<file path="config.mk">
export PLATFORM = sky130hd
export DESIGN_NAME = i2c_frame_sequencer
export DESIGN_NICKNAME = d
export VERILOG_FILES = /design/src/rtl/i2c_frame_sequencer.sv
export SDC_FILE = /design/constraint.sdc
export NUM_CORES = 1
export LEC_CHECK = 0
export BUFFER_PORTS_ARGS = -buffer_cell sky130_fd_sc_hd__buf_2
export CAP_MARGIN = 30
export CORE_AREA = 2 2 181 218
export DETAILED_ROUTE_END_ITERATION = 6
export DIE_AREA = 0 0 183 220
export PLACE_DENSITY_LB_ADDON = 0.12
export SETUP_SLACK_MARGIN = 0.3
export SLEW_MARGIN = 0
export SYNTH_ARGS = -nofsm -noshare
export SYNTH_HDL_FRONTEND = slang
export SYNTH_SLANG_ARGS = --single-unit
</file>
<file path="constraint.sdc">
create_clock -name clk -period 3.4 [get_ports clk]
set_input_delay 0.34 -clock clk [delete_from_list [all_inputs] [get_ports clk]]
set_output_delay 0.34 -clock clk [all_outputs]
set_load 0.05 [all_outputs]
</file>
<file path="src/rtl/i2c_frame_sequencer.sv">
// i2c_frame_sequencer
// Turns one 66-bit command frame {opcode, operand_a, operand_b} into nine
// single-byte I2C writes to the accelerator slave, then reads back a result
// of RESULT_BYTES bytes. It handshakes with a byte-level I2C master and
// bounds each transaction with a timeout.
// Optional build macro: SEQ_RETRY_EN. When defined, a transaction that times
// out is reissued once before the sequencer gives up with an error.
module i2c_frame_sequencer #(
    parameter logic [6:0] SLAVE_ADDR   = 7'h07,
    parameter int         TIMEOUT_CYC  = 4096,
    parameter int         RESULT_BYTES = 4
) (
    input  logic        clk,
    input  logic        reset_n,
    input  logic [65:0] frame_in,
    input  logic        frame_valid,
    output logic        frame_ready,
    output logic        m_enable,
    output logic [6:0]  m_addr,
    output logic        m_rw,
    output logic [7:0]  m_data_in,
    input  logic        m_ready,
    input  logic        m_done,
    input  logic [7:0]  m_data_out,
    output logic [31:0] result,
    output logic        result_valid,
    output logic        busy,
    output logic        error,
    output logic [3:0]  st
);

    localparam logic [2:0] S_IDLE    = 3'd0;
    localparam logic [2:0] S_LOAD    = 3'd1;
    localparam logic [2:0] S_WR_REQ  = 3'd2;
    localparam logic [2:0] S_WR_WAIT = 3'd3;
    localparam logic [2:0] S_RD_REQ  = 3'd4;
    localparam logic [2:0] S_RD_WAIT = 3'd5;
    localparam logic [2:0] S_DONE    = 3'd6;
    localparam logic [2:0] S_ERR     = 3'd7;

    // Counter wide enough to hold TIMEOUT_CYC-1 for any legal parameter value.
    localparam int              TW       = $clog2(TIMEOUT_CYC + 1);
    localparam logic [TW-1:0]   TMO_LAST = TW'(TIMEOUT_CYC - 1);
    localparam logic [TW-1:0]   TMO_ONE  = TW'(1);
    localparam logic [TW-1:0]   TMO_ZERO = TW'(0);
    localparam logic [3:0]      WR_LAST  = 4'd8;
    localparam logic [3:0]      RD_LAST  = 4'(RESULT_BYTES - 1);
    localparam logic [1:0]      OP_CFG   = 2'b11;

`ifdef SEQ_RETRY_EN
    localparam logic RETRY_EN = 1'b1;
`else
    localparam logic RETRY_EN = 1'b0;
`endif

    logic [2:0]    state_r;
    logic [65:0]   frame_r;
    logic [71:0]   queue_r;
    logic [3:0]    idx_r;
    logic [TW-1:0] tmo_r;
    logic [31:0]   shift_r;
    logic          retry_r;
    logic          frame_ready_r;
    logic          m_enable_r;
    logic          m_rw_r;
    logic [7:0]    m_data_in_r;
    logic [31:0]   result_r;
    logic          result_valid_r;
    logic          busy_r;
    logic          error_r;

    logic          tmo_hit_s;
    logic          retry_ok_s;
    logic          cfg_op_s;

    // Picks byte i of the write queue, byte 0 being the most significant.
    function automatic logic [7:0] queue_byte(input logic [71:0] q, input logic [3:0] i);
        logic [7:0] b;
        case (i)
            4'd0:    b = q[71:64];
            4'd1:    b = q[63:56];
            4'd2:    b = q[55:48];
            4'd3:    b = q[47:40];
            4'd4:    b = q[39:32];
            4'd5:    b = q[31:24];
            4'd6:    b = q[23:16];
            4'd7:    b = q[15:8];
            4'd8:    b = q[7:0];
            default: b = 8'h00;
        endcase
        return b;
    endfunction

    assign tmo_hit_s  = (tmo_r == TMO_LAST);
    // A timed-out byte is reissued only if retries are built in and it has
    // not already been retried since its last completion.
    assign retry_ok_s = RETRY_EN & ~retry_r;
    // Config ops write their nine bytes and skip the readback.
    assign cfg_op_s   = (frame_r[65:64] == OP_CFG);

    // Frame sequencing FSM together with its datapath and registered outputs
    always_ff @(posedge clk or negedge reset_n) begin
        if (!reset_n) begin
            state_r        <= S_IDLE;
            frame_r        <= 66'd0;
            queue_r        <= 72'd0;
            idx_r          <= 4'd0;
            tmo_r          <= TMO_ZERO;
            shift_r        <= 32'd0;
            retry_r        <= 1'b0;
            frame_ready_r  <= 1'b1;
            m_enable_r     <= 1'b0;
            m_rw_r         <= 1'b0;
            m_data_in_r    <= 8'h00;
            result_r       <= 32'd0;
            result_valid_r <= 1'b0;
            busy_r         <= 1'b0;
            error_r        <= 1'b0;
        end else begin
            m_enable_r     <= 1'b0;
            result_valid_r <= 1'b0;
            case (state_r)
                S_IDLE: begin
                    if (frame_valid && frame_ready_r) begin
                        frame_r       <= frame_in;
                        error_r       <= 1'b0;
                        busy_r        <= 1'b1;
                        frame_ready_r <= 1'b0;
                        state_r       <= S_LOAD;
                    end
                end
                S_LOAD: begin
                    queue_r <= {6'b000000, frame_r};
                    idx_r   <= 4'd0;
                    tmo_r   <= TMO_ZERO;
                    shift_r <= 32'd0;
                    retry_r <= 1'b0;
                    state_r <= S_WR_REQ;
                end
                S_WR_REQ: begin
                    if (m_ready) begin
                        m_enable_r  <= 1'b1;
                        m_rw_r      <= 1'b0;
                        m_data_in_r <= queue_byte(queue_r, idx_r);
                        tmo_r       <= TMO_ZERO;
                        state_r     <= S_WR_WAIT;
                    end
                end
                S_WR_WAIT: begin
                    // m_done wins over a timeout expiring in the same cycle.
                    if (m_done) begin
                        retry_r <= 1'b0;
                        if (idx_r == WR_LAST) begin
                            idx_r   <= 4'd0;
                            state_r <= cfg_op_s ? S_DONE : S_RD_REQ;
                        end else begin
                            idx_r   <= idx_r + 4'd1;
                            state_r <= S_WR_REQ;
                        end
                    end else if (tmo_hit_s) begin
                        if (retry_ok_s) begin
                            retry_r <= 1'b1;
                            state_r <= S_WR_REQ;
                        end else begin
                            state_r <= S_ERR;
                        end
                    end else begin
                        tmo_r <= tmo_r + TMO_ONE;
                    end
                end
                S_RD_REQ: begin
                    if (m_ready) begin
                        m_enable_r <= 1'b1;
                        m_rw_r     <= 1'b1;
                        tmo_r      <= TMO_ZERO;
                        state_r    <= S_RD_WAIT;
                    end
                end
                S_RD_WAIT: begin
                    if (m_done) begin
                        retry_r <= 1'b0;
                        shift_r <= {shift_r[23:0], m_data_out};
                        if (idx_r == RD_LAST) begin
                            idx_r   <= 4'd0;
                            state_r <= S_DONE;
                        end else begin
                            idx_r   <= idx_r + 4'd1;
                            state_r <= S_RD_REQ;
                        end
                    end else if (tmo_hit_s) begin
                        if (retry_ok_s) begin
                            retry_r <= 1'b1;
                            state_r <= S_RD_REQ;
                        end else begin
                            state_r <= S_ERR;
                        end
                    end else begin
                        tmo_r <= tmo_r + TMO_ONE;
                    end
                end
                S_DONE: begin
                    // A config op did no reads, so the previous result stands.
                    if (!cfg_op_s) begin
                        result_r <= shift_r;
                    end
                    result_valid_r <= 1'b1;
                    busy_r         <= 1'b0;
                    frame_ready_r  <= 1'b1;
                    state_r        <= S_IDLE;
                end
                S_ERR: begin
                    error_r       <= 1'b1;
                    busy_r        <= 1'b0;
                    frame_ready_r <= 1'b1;
                    state_r       <= S_IDLE;
                end
                default: begin
                    busy_r        <= 1'b0;
                    frame_ready_r <= 1'b1;
                    state_r       <= S_IDLE;
                end
            endcase
        end
    end

    assign frame_ready  = frame_ready_r;
    assign m_enable     = m_enable_r;
    assign m_addr       = SLAVE_ADDR;
    assign m_rw         = m_rw_r;
    assign m_data_in    = m_data_in_r;
    assign result       = result_r;
    assign result_valid = result_valid_r;
    assign busy         = busy_r;
    assign error        = error_r;
    assign st           = {1'b0, state_r};

endmodule

</file>
==> flow_metrics.env <==
export IMPL_cp_start_kind="flop"
export IMPL_syn_to_final_growth_pct=23.1
export IMPL_rsz0062_at_grt="no"
export IMPL_first_global_vias=6328
export IMPL_cts_sinks=230
export IMPL_synth_area_top_cells="dfrtp_1, mux2_2, a22o_1"
export IMPL_r2r_end="frame_r[15]"
export IMPL_drt_wl_total_um=24400
export IMPL_synth_edf_count=0
export IMPL_min_path_cells=2
export IMPL_core_area_um2=38400
export IMPL_ys_seq_elements=230
export IMPL_setup_worst_path_class="reg -> reg"
export IMPL_grt_total_usage_pct=12.3
export IMPL_ys_seq_area_share_pct=60.9
export IMPL_ys_async_sr_fraction_pct=100
export IMPL_routed_via_count=5959
export IMPL_cts_buffers=27
export IMPL_status="completed"
export IMPL_cp_num_buf_inv=2
export IMPL_hpwl_um=16300
export IMPL_grt_max_degree=82
export IMPL_fill_cells=3911
export IMPL_grt_first_pass_wirelength_um=38600
export IMPL_ant_nets=0
export IMPL_period_share_pct=68.5
export IMPL_ys_flop_type="dfrtp_1"
export IMPL_finalMaxSlewViolations=0
export IMPL_hp_class="in -> reg"
export IMPL_syn_area_um2=9450
export IMPL_cp_cell_sequence="inv_1 > nand4_1 > nor2_4 > buf_4 > mux2_2"
export IMPL_num_rows=79
export IMPL_hp_start="frame_in[40]"
export IMPL_initial_core_util_pct=24.6
export IMPL_wl_per_cell_um=18.4
export IMPL_clockBufferDepth=3
export IMPL_worstPathArrival_ns=2.75
export IMPL_drt_iter0_drc=372
export IMPL_io_buffer_count=127
export IMPL_gp_congestion=0.722
export IMPL_io_pins=136
export IMPL_critPathMaxStageDelay_ns=0.55
export IMPL_crit_fanout=39
export IMPL_max_freq_mhz=429
export IMPL_cp_top_family="buffers and inverters"
export IMPL_power_density_nw_per_um2=846
export IMPL_peakVddDrop_uv=320
export IMPL_tns_ns=0
export IMPL_tightestPinTransition_ns=0.854
export IMPL_hold_viol_final=0
export IMPL_die_h_um=220
export IMPL_die_area_um2=40300
export IMPL_setup_viol=0
export IMPL_fin_skew_ns=0.0112
export IMPL_grt_ovfl_total=0
export IMPL_cts_clk_slew_worst_paths_ns=0.06
export IMPL_critPathCaptureType="flop"
export IMPL_root_buffer="clkbuf_16"
export IMPL_layout_drive_gt1_share_pct=42.9
export IMPL_whs_ns=0.0316
export IMPL_clk_latency_ns=0.54
export IMPL_relSlewSlack_pct=42.9
export IMPL_ys_warn_count=0
export IMPL_cts_max_level=1
export IMPL_cap_violations=0
export IMPL_finalNetCount=899
export IMPL_route_detailed_drc=0
export IMPL_finalPower_mw=9.84
export IMPL_regToRegSetupSlack_ns=1.07
export IMPL_drt_vias_per_instance=4.51
export IMPL_r2r_start="state_r[0]"
export IMPL_post_cts_buffers=0
export IMPL_yosysTopAreaCellShare_pct=60.7
export IMPL_synthCells=681
export IMPL_slowest_stage="dfrtp_1"
export IMPL_syn_avg_cell_area_um2=13.9
export IMPL_yosysTopAreaCell="dfrtp_1"
export IMPL_leakagePower_nw=5.35
export IMPL_whs_endpoint="frame_r[40]"
export IMPL_synthTopCellsByCount="dfrtp_1, mux2_2, a22o_1"
export IMPL_finalCriticalPeriod_ns=2.33
export IMPL_die_w_um=183
export IMPL_ys_types=52
export IMPL_firstDrtPassIters=5
export IMPL_r2r_worst_path_cells=5
export IMPL_yosysMostFrequentCell="dfrtp_1"
export IMPL_required_ns=3.82
export IMPL_antenna_found_initial=5
export IMPL_cts_tree="yes"
==> cell usage in the layout, fill, tap and decap left out, drive strengths merged, types with 7 or more instances in the layout <==
| cell | Yosys | final |
|---|---|---|
| mux2 | 168 | 168 |
| a21oi | 7 | 7 |
| o211ai | 7 | 7 |
| conb | 2 | 8 |
| nor2 | 18 | 18 |
| dfrtp | 229 | 229 |
| nand3 | 14 | 14 |
| clkbuf | 19 | 42 |
| o21ai | 10 | 10 |
| buf | 28 | 142 |
| a22o | 34 | 34 |
| nand2 | 21 | 21 |
| inv | 13 | 13 |
| a221oi | 10 | 10 |
| or3 | 8 | 8 |
| a31oi | 12 | 12 |
| a22oi | 7 | 7 |
==> where the power goes <==
part | total [mW] | internal, mW | switching (mW)
clock | 3.10 | 1.95 | 1.15
sequential | 4.33 | 3.64 | 0.688
combinational | 2.41 | 1.14 | 1.27
==> state kept, by name, summed over array words and instances (netlist names) <==
| register | cells |
|---|---|
| result_valid | 1 |
| queue_r | 66 |
| m_rw | 1 |
| m_data_in | 8 |
| m_enable | 1 |
| frame_r | 66 |
| error | 1 |
| tmo_r | 13 |
| state_r | 3 |
| busy | 1 |
| result | 32 |
| shift_r | 32 |
| idx_r | 4 |
| frame_ready | 1 |
==> kinds of logic after synthesis <==
| kind of cell | share of synthesized area (%) |
|---|---|
| buffers and inverters | 2.97 |
| flip-flops | 60.9 |
| adder cells (fa/ha/maj) | 0.768 |
| AO/OA/AOI/OAI | 9.34 |
| AND/OR/NAND/NOR | 5.38 |
| other | 0.0795 |
| multiplexers | 20.4 |
| XOR/XNOR | 0.0927 |
==> area by class of cell <==
class / instances / area (um^2) / area share, %
well taps: 486 / 608 / 5.23
flip-flops and latches: 230 / 5760 / 49.5
repair buffers: 146 / 798 / 6.86
inverters: 13 / 48.8 / 0.420
clock buffers: 42 / 782 / 6.72
multi-input cells: 397 / 3470 / 29.9
clock inverters: 7 / 160 / 1.38
diodes: 1 / 2.50 / 0.0215
==> metrics by stage <==
stage,setup WS (ns),utilization [%],instance area (um^2),std cells
floorplan,1.27,-,9470,687
global placement,1.03,27.8,10600,1268
detailed placement,1.01,27.8,10600,1268
CTS,1.01,30.3,11600,1321
global route,0.856,30.3,11600,1322
finish,1.07,30.3,11600,1322
==> worst max path at each step <==
stage | from | endpoint | slack [ns] | cells past startpoint
after floorplan | state_r[1] | queue_r[25] | 1.27 | 5
after global placement | state_r[2] | tmo_r[12] | 1.03 | 4
after detailed placement | state_r[2] | tmo_r[12] | 1.01 | 4
after CTS | state_r[2] | tmo_r[12] | 1.01 | 4
after global routing | state_r[0] | frame_r[17] | 0.86 | 5
final | state_r[0] | frame_r[15] | 1.07 | 5
==> metal layers <==
layer / part of all wire [%] / vias to the layer above / track usage (%)
li1: - / 2787 / -
met1: 47 / 3001 / 17.0
met2: 45 / 128 / 19.3
met3: 5.4 / 35 / 2.99
met4: 1.9 / 8 / 3.47
met5: 0.20 / - / 0
==> repair_timing <==
item / CTS / global route
hold endpoints to repair: 77 / 0
hold buffers: 4 / 0
gates resized for setup: 0 / 0
==> worst register-to-register path, delay by kind of cell (launching register included) <==
kind / cells / cell delay, ns
buf+inv: 2 / 0.81
flops: 1 / 0.55
simple gates: 2 / 0.42
mux: 1 / 0.44
(Power assumes the default switching activity.)
